$ cat src/rtl/ring_ni_tx_if.sv
// Core-to-NI word handshake plus NI-to-router flit/credit signals for one ring node.
// The slave view is the NI; the master view is the core/router environment.
interface ring_ni_tx_if #(
  parameter int DATAWID = 8
) ();
  logic               core_valid;
  logic               core_ready;
  logic [DATAWID-1:0] core_data;
  logic [3:0]         core_dest;
  logic               core_last;
  logic [DATAWID-1:0] flit_out;
  logic               flit_write;
  logic               flit_tail;
  logic               credit_ret;

  modport master (
    output core_valid, core_data, core_dest, core_last, credit_ret,
    input  core_ready, flit_out, flit_write, flit_tail
  );

  modport slave (
    input  core_valid, core_data, core_dest, core_last, credit_ret,
    output core_ready, flit_out, flit_write, flit_tail
  );
endinterface

$ cat src/rtl/ring_ni_tx.sv
// Ring node transmit NI: buffers core words in a small FIFO and emits header + body
// flits to the router local input under credit-based flow control.
//
// state | meaning
// IDLE  | between packets; next emission is the header built from the head entry's dest
// BODY  | header sent; each emission pops one entry, tail entry returns to IDLE
module ring_ni_tx #(
  parameter int DATAWID    = 8,
  parameter int NODE_ID    = 0,
  parameter int FIFO_DEPTH = 4,
  parameter int CREDITS    = 4
) (
  input  logic        clk,
  input  logic        rst,
  ring_ni_tx_if.slave bus,
  output logic        err_credit
);

  localparam int AW = $clog2(FIFO_DEPTH);
  localparam int CW = $clog2(CREDITS + 1);
  localparam int EW = DATAWID + 5;
  localparam logic [AW:0]    FULL     = (AW + 1)'(FIFO_DEPTH);
  localparam logic [CW-1:0]  CRED_MAX = CW'(CREDITS);
  localparam logic [3:0]     NODE4    = 4'(NODE_ID);

  typedef enum logic {
    IDLE = 1'b0,
    BODY = 1'b1
  } state_t;

  state_t state, state_nx;

  logic [EW-1:0]      mem [FIFO_DEPTH];
  logic [AW-1:0]      wr_ptr, rd_ptr;
  logic [AW:0]        count;
  logic               first;
  logic [3:0]         pkt_dest;
  logic [CW-1:0]      credits;

  logic               core_ready;
  logic               push, pop, emit, can_emit, fifo_empty;
  logic [3:0]         push_dest;
  logic [EW-1:0]      head;
  logic [3:0]         head_dest;
  logic               head_last;
  logic [DATAWID-1:0] head_data;
  logic [DATAWID-1:0] hdr;
  logic [DATAWID-1:0] flit_nx;
  logic               tail_nx;

  logic [DATAWID-1:0] flit_q;
  logic               write_q, tail_q;

  // Ready depends only on registered occupancy, so no pop-side path reaches the core.
  assign core_ready     = (count != FULL);
  assign bus.core_ready = core_ready;
  assign push           = bus.core_valid & core_ready;
  assign fifo_empty     = (count == '0);
  assign can_emit       = !fifo_empty && (credits != '0);

  // Non-first words inherit the dest captured with the packet's first word.
  assign push_dest = first ? bus.core_dest : pkt_dest;

  assign head      = mem[rd_ptr];
  assign head_dest = head[EW-1 -: 4];
  assign head_last = head[DATAWID];
  assign head_data = head[DATAWID-1:0];

  always_ff @(posedge clk) begin
    if (push) begin
      mem[wr_ptr] <= {push_dest, bus.core_last, bus.core_data};
    end
  end

  always_ff @(posedge clk) begin
    if (rst) begin
      wr_ptr   <= '0;
      rd_ptr   <= '0;
      count    <= '0;
      first    <= 1'b1;
      pkt_dest <= '0;
    end else begin
      if (push) begin
        wr_ptr <= wr_ptr + AW'(1);
        first  <= bus.core_last;
        if (first) begin
          pkt_dest <= bus.core_dest;
        end
      end
      if (pop) begin
        rd_ptr <= rd_ptr + AW'(1);
      end
      case ({push, pop})
        2'b10:   count <= count + (AW + 1)'(1);
        2'b01:   count <= count - (AW + 1)'(1);
        default: count <= count;
      endcase
    end
  end

  always_ff @(posedge clk) begin
    if (rst) begin
      state <= IDLE;
    end else begin
      state <= state_nx;
    end
  end

  always_comb begin
    state_nx = state;
    case (state)
      IDLE:    if (can_emit) state_nx = BODY;
      BODY:    if (can_emit && head_last) state_nx = IDLE;
      default: state_nx = IDLE;
    endcase
  end

  always_comb begin
    hdr      = '0;
    hdr[7:0] = {head_dest, NODE4};
    emit     = 1'b0;
    pop      = 1'b0;
    tail_nx  = 1'b0;
    flit_nx  = hdr;
    case (state)
      IDLE: begin
        emit = can_emit;
      end
      BODY: begin
        emit    = can_emit;
        pop     = can_emit;
        tail_nx = can_emit & head_last;
        flit_nx = head_data;
      end
      default: begin
        emit = 1'b0;
      end
    endcase
  end

  // flit_out keeps its last value between strobes.
  always_ff @(posedge clk) begin
    if (rst) begin
      flit_q  <= '0;
      write_q <= 1'b0;
      tail_q  <= 1'b0;
    end else begin
      write_q <= emit;
      tail_q  <= tail_nx;
      if (emit) begin
        flit_q <= flit_nx;
      end
    end
  end

  // A return at full count is a router protocol error; the count saturates.
  always_ff @(posedge clk) begin
    if (rst) begin
      credits    <= CRED_MAX;
      err_credit <= 1'b0;
    end else begin
      case ({emit, bus.credit_ret})
        2'b10: credits <= credits - CW'(1);
        2'b01: begin
          if (credits == CRED_MAX) begin
            err_credit <= 1'b1;
          end else begin
            credits <= credits + CW'(1);
          end
        end
        default: credits <= credits;
      endcase
    end
  end

  assign bus.flit_out   = flit_q;
  assign bus.flit_write = write_q;
  assign bus.flit_tail  = tail_q;

endmodule
$ cat src/flat_wrapper.sv
// flat-port wrapper written by rule: the top's interface ports become plain ports
module ring_ni_tx_flat 
#(
  parameter int DATAWID    = 8,
  parameter int NODE_ID    = 0,
  parameter int FIFO_DEPTH = 4,
  parameter int CREDITS    = 4
)
  (clk, rst, err_credit, bus_core_valid, bus_core_data, bus_core_dest, bus_core_last, bus_credit_ret, bus_core_ready, bus_flit_out, bus_flit_write, bus_flit_tail);
  ring_ni_tx_if #(.DATAWID(DATAWID)) bus_i ();
  input  logic clk;
  input  logic rst;
  output logic err_credit;
  input wire logic [$bits(bus_i.core_valid)-1:0] bus_core_valid;
  input wire logic [$bits(bus_i.core_data)-1:0] bus_core_data;
  input wire logic [$bits(bus_i.core_dest)-1:0] bus_core_dest;
  input wire logic [$bits(bus_i.core_last)-1:0] bus_core_last;
  input wire logic [$bits(bus_i.credit_ret)-1:0] bus_credit_ret;
  output wire logic [$bits(bus_i.core_ready)-1:0] bus_core_ready;
  output wire logic [$bits(bus_i.flit_out)-1:0] bus_flit_out;
  output wire logic [$bits(bus_i.flit_write)-1:0] bus_flit_write;
  output wire logic [$bits(bus_i.flit_tail)-1:0] bus_flit_tail;
  assign bus_i.core_valid = bus_core_valid;
  assign bus_i.core_data = bus_core_data;
  assign bus_i.core_dest = bus_core_dest;
  assign bus_i.core_last = bus_core_last;
  assign bus_i.credit_ret = bus_credit_ret;
  assign bus_core_ready = bus_i.core_ready;
  assign bus_flit_out = bus_i.flit_out;
  assign bus_flit_write = bus_i.flit_write;
  assign bus_flit_tail = bus_i.flit_tail;
  ring_ni_tx #(.DATAWID(DATAWID), .NODE_ID(NODE_ID), .FIFO_DEPTH(FIFO_DEPTH), .CREDITS(CREDITS)) u_core (.clk(clk), .rst(rst), .bus(bus_i), .err_credit(err_credit));
endmodule
$ cat config.mk
export PLATFORM = sky130hd
export DESIGN_NAME = ring_ni_tx_flat
export DESIGN_NICKNAME = d
export VERILOG_FILES = /design/src/rtl/ring_ni_tx_if.sv /design/src/rtl/ring_ni_tx.sv /design/src/flat_wrapper.sv
export SDC_FILE = /design/constraint.sdc
export NUM_CORES = 1
export LEC_CHECK = 0
export ABC_AREA = 0
export CORE_MARGIN = 1
export CORE_UTILIZATION = 62
export DETAILED_ROUTE_END_ITERATION = 10
export DONT_BUFFER_PORTS = 1
export GPL_TIMING_DRIVEN = 0
export MAX_ROUTING_LAYER = met4
export PLACE_DENSITY_LB_ADDON = 0.08
export SKIP_CTS_REPAIR_TIMING = 1
export SLEW_MARGIN = 15
export SYNTH_ARGS = -nofsm -noshare
export SYNTH_HDL_FRONTEND = slang
export SYNTH_SLANG_ARGS = --single-unit
export TNS_END_PERCENT = 5
$ cat constraint.sdc
create_clock -name clk -period 3.4 [get_ports clk]
set_input_delay 0.17 -clock clk [delete_from_list [all_inputs] [get_ports clk]]
set_output_delay 0.17 -clock clk [all_outputs]
set_load 0.01 [all_outputs]
==> out/qor.csv <==
stage,metric,value,unit
run_status,status,"complete, no violations",
yosys,Mapped Area,3190,um^2
yosys,Synth Area in XOR/XNOR,1.65,%
clocking,worst skew pair latency,340,ps
die,std cell rows,25,
sta,Clock Skews,8.43,ps
critical_path,"CP delay by family, top",simple AND/OR/NAND/NOR gates,
yosys,Post-synth EDFFs,52,
die,full die area,5440,um^2
global_route,GRT Total Usage,23.5,%
critical_path,r2r worst-path depth,11,
sta,WHS,87.0,ps
sta,endpoints failing setup,0,
sta,Slew @ Worst Pin,716,ps
sta,fin. max-slew vios,0,
cells_and_area,Fillers,310,
min_path,Hold WC Path Type,input port to flop,
detailed_routing,Routed Antenna Nets,0,
clocking,CTS H-tree lvls,3,
yosys,Simple-Gate Fraction of Synth Area,8.98,%
critical_path,CP max stage delay,470,ps
detailed_routing,DR pass1 iterations,4,
yosys,Synth Area in Compound Gates,4.20,%
global_route,first-pass GRT wire length,8.60,mm
detailed_routing,drc violations,0,
detailed_routing,Via density,5.80,
pwr,Final Power,2.68,mW
clocking,CTS tree,built,
clocking,Root Driver,clkbuf_8,
sta,Final min period,2860,ps
sta,final hold vios,0,
yosys,Syn Area/Cell,15.2,um^2
critical_path,Crit Reg-Reg Endpoint,u_core.count[2],
yosys,YS warnings,0,
critical_path,Reg2Reg Launch Point,u_core.count[2],
die,chip width,73.7,um
cells_and_area,Util after Layout,73.8,%
sta,FMAX,350,MHz
placement,routability cong.,0.784,
cells_and_area,nets,255,
pwr,worst vdd ir,496,uV
placement,number of port buffers,0,
detailed_routing,vias after detailed routing,1758,
yosys,Post-Syn Nets,234,
critical_path,"Arr. time, crit path",3120,ps
yosys,ys async rst share,0,%
critical_path,R2R setup slack,540,ps
detailed_routing,DR iter-0 viols,60,
critical_path,CP Max Fanout,7,
cells_and_area,number of diodes,0,
sta,setup TNS,0,ps
yosys,share of the synthesized area in the top cell type,48.9,%
global_route,met3 global-route usage,5.62,%
critical_path,CP Cell Sequence,"or3b_2, clkbuf_1, and2_1, buf_2, inv_1, ha_1, inv_1, fa_1, xor2_1, or3_1, a21oi_1",
global_route,M1 GR Usage,28.7,%
critical_path,crit end category,flop,
die,chip height,73.7,um
critical_path,"most used cell, CP",inv_1,
min_path,worst hold stages,2,
yosys,Synth Area in Adders,3.22,%
critical_path,CP max stage cell,or3b_2,
sta,RSZ-0062 raised after global routing,no,
die,Top Ports,29,
pwr,power density cells,750,nW/um^2
global_route,largest net degree at the start of global routing,14,
clocking,TritonCTS buffer count,9,
critical_path,critical path buffer and inverter count,4,
yosys,Syn Inst Count,210,
critical_path,critical path type,flop to flop,
die,Initial Util,65.8,%
pwr,P_leak,1.23,nW
global_route,met2 GRT Util,37.0,%
yosys,"Seq/Total Area, Yosys",67.1,%
placement,DPL Wire Length,3.66,mm
min_path,Hold Startpoint,bus_core_last,
yosys,synth top area cells,"edfxtp_1 (49%), dfxtp_1 (18%), mux4_2 (9.2%), nor2_1 (3.1%), ha_1 (2.0%)",
detailed_routing,drt total wl,5.53,mm
yosys,Unique masters post-synth,37,
min_path,Hold Crit Endpoint,u_core.first,
clocking,"Reg clk slew, reported paths",70,ps
critical_path,crit start category,flop,
yosys,Seq cells post-synth,81,
detailed_routing,Routed WL per cell,18.2,um
clocking,worst-case clock buffer depth,2,
sta,Final period util,84.1,%
global_route,initial antenna violation count,0,
flow_run,MaxCap Viol Count,0,
cells_and_area,non-filler instance count after layout,303,
yosys,leading area contributor after synthesis,edfxtp_1,
die,Core Region,4850,um^2
cells_and_area,area delta synth->final,12.1,%
placement,# placed instances,277,
sta,Slew HR,52.2,%
yosys,mux contribution to synthesized area,12.5,%
global_route,GRT busiest layer,met2,
global_route,total gr overflow,0,
clocking,clock sink total,81,
yosys,largest family of logic cells by synthesized area,multiplexers,
yosys,ys flop type,edfxtp_1,
cells_and_area,layout cells sized above 1,15.7,%
global_route,vias in the first global route,1754,
critical_path,Worst EP required,3660,ps
-- through the flow --
step                cell area [um^2]  setup WS, ps
finish                          3580           540
global route                    3580           396
CTS                             3480           537
detailed placement              3270           572
global placement                3270           681
floorplan                       3190           820
-- worst reg2reg max path, stage by stage (launching register included) --
cell and delay, ps:
dfxtp_1 380, or3b_2 470, clkbuf_1 210, and2_1 200, buf_2 180, inv_1 100, ha_1 190, inv_1 70
fa_1 370, xor2_1 170, or3_1 300, a21oi_1 150
-- cells by family (layout without fill, tap and decap cells) --
logic type | count (synthesis) | count (layout)
xor+xnor | 6 | 6
fa+ha+maj | 7 | 7
flops | 81 | 81
buf+inv | 18 | 44
simple gates | 57 | 57
compound gates | 18 | 18
mux | 23 | 23
-- sequential cells by signal, indices dropped and copies added, names as in the netlist, named ones only --
register,count
u_core.state,1
u_core.mem,52
u_core.count,3
u_core.bus.flit_out,8
u_core.err_credit,1
u_core.credits,3
u_core.wr_ptr,2
u_core.bus.flit_tail,1
u_core.first,1
u_core.rd_ptr,2
u_core.bus.flit_write,1
u_core.pkt_dest,4
-- metal layers --
| layer | vias up | wire length, um | part of all wire (%) |
|---|---|---|---|
| met5 | - | 0 | 0 |
| met4 | 0 | 98 | 1.8 |
| met3 | 8 | 252 | 4.6 |
| met2 | 50 | 2900 | 53 |
| met1 | 877 | 2270 | 41 |
| li1 | 823 | - | - |
-- Yosys cell counts (3+ instances only) --
library cell  instances
a21oi_1               4
a22oi_1               4
a311oi_1              4
and3_1                5
clkbuf_1              6
dfxtp_1              29
edfxtp_1             52
ha_1                  5
inv_1                 9
mux2_2                5
mux2i_1               5
mux4_2               13
nand2_1              10
nor2_1               26
nor3_2                3
xnor2_1               4
-- how the worst max path moves through the flow --
stage | end | cells after the start | slack (ps) | start
2_1_floorplan | u_core.count[2] | 11 | 820 | u_core.count[0]
3_3_place_gp | u_core.count[2] | 11 | 680 | u_core.count[2]
3_5_place_dp | u_core.count[2] | 11 | 570 | u_core.count[2]
4_1_cts | u_core.count[2] | 11 | 540 | u_core.count[2]
5_1_grt | u_core.count[2] | 11 | 400 | u_core.count[2]
6_report | u_core.count[2] | 11 | 540 | u_core.count[2]
-- power by group --
part / total [mW] / internal (mW) / switching (mW) / leakage (nW)
combinational: 0.668 / 0.290 / 0.378 / 0.422
clock: 0.702 / 0.386 / 0.316 / 0.0960
sequential: 1.31 / 1.20 / 0.112 / 0.716
total: 2.68 / 1.88 / 0.806 / 1.23
-- cell usage in the layout, fill, tap and decap left out, types with 5 or more instances in the layout --
master         Yosys  routed
and3_1             5       5
mux2i_1            5       5
inv_1              9       9
clkbuf_1           6      10
edfxtp_1          52      52
ha_1               5       5
nand2_1           10      10
clkbuf_8           0       9
mux4_2            13      13
dlygate4sd3_1      0      10
nor2_1            26      26
mux2_2             5       5
dfxtp_1           29      29
-- final cells by class --
cell class	count	area [um^2]	share of cell area (%)
inverter	9	33.8	0.945
clock buffer	14	164	4.58
clock inverter	2	37.5	1.05
multi-input combinational	111	975	27.3
timing repair buffer	10	100	2.80
sequential	81	2140	59.9
buffer	9	40.0	1.12
tap	67	83.8	2.34
Note: power is estimated with default switching activity, not from simulation.
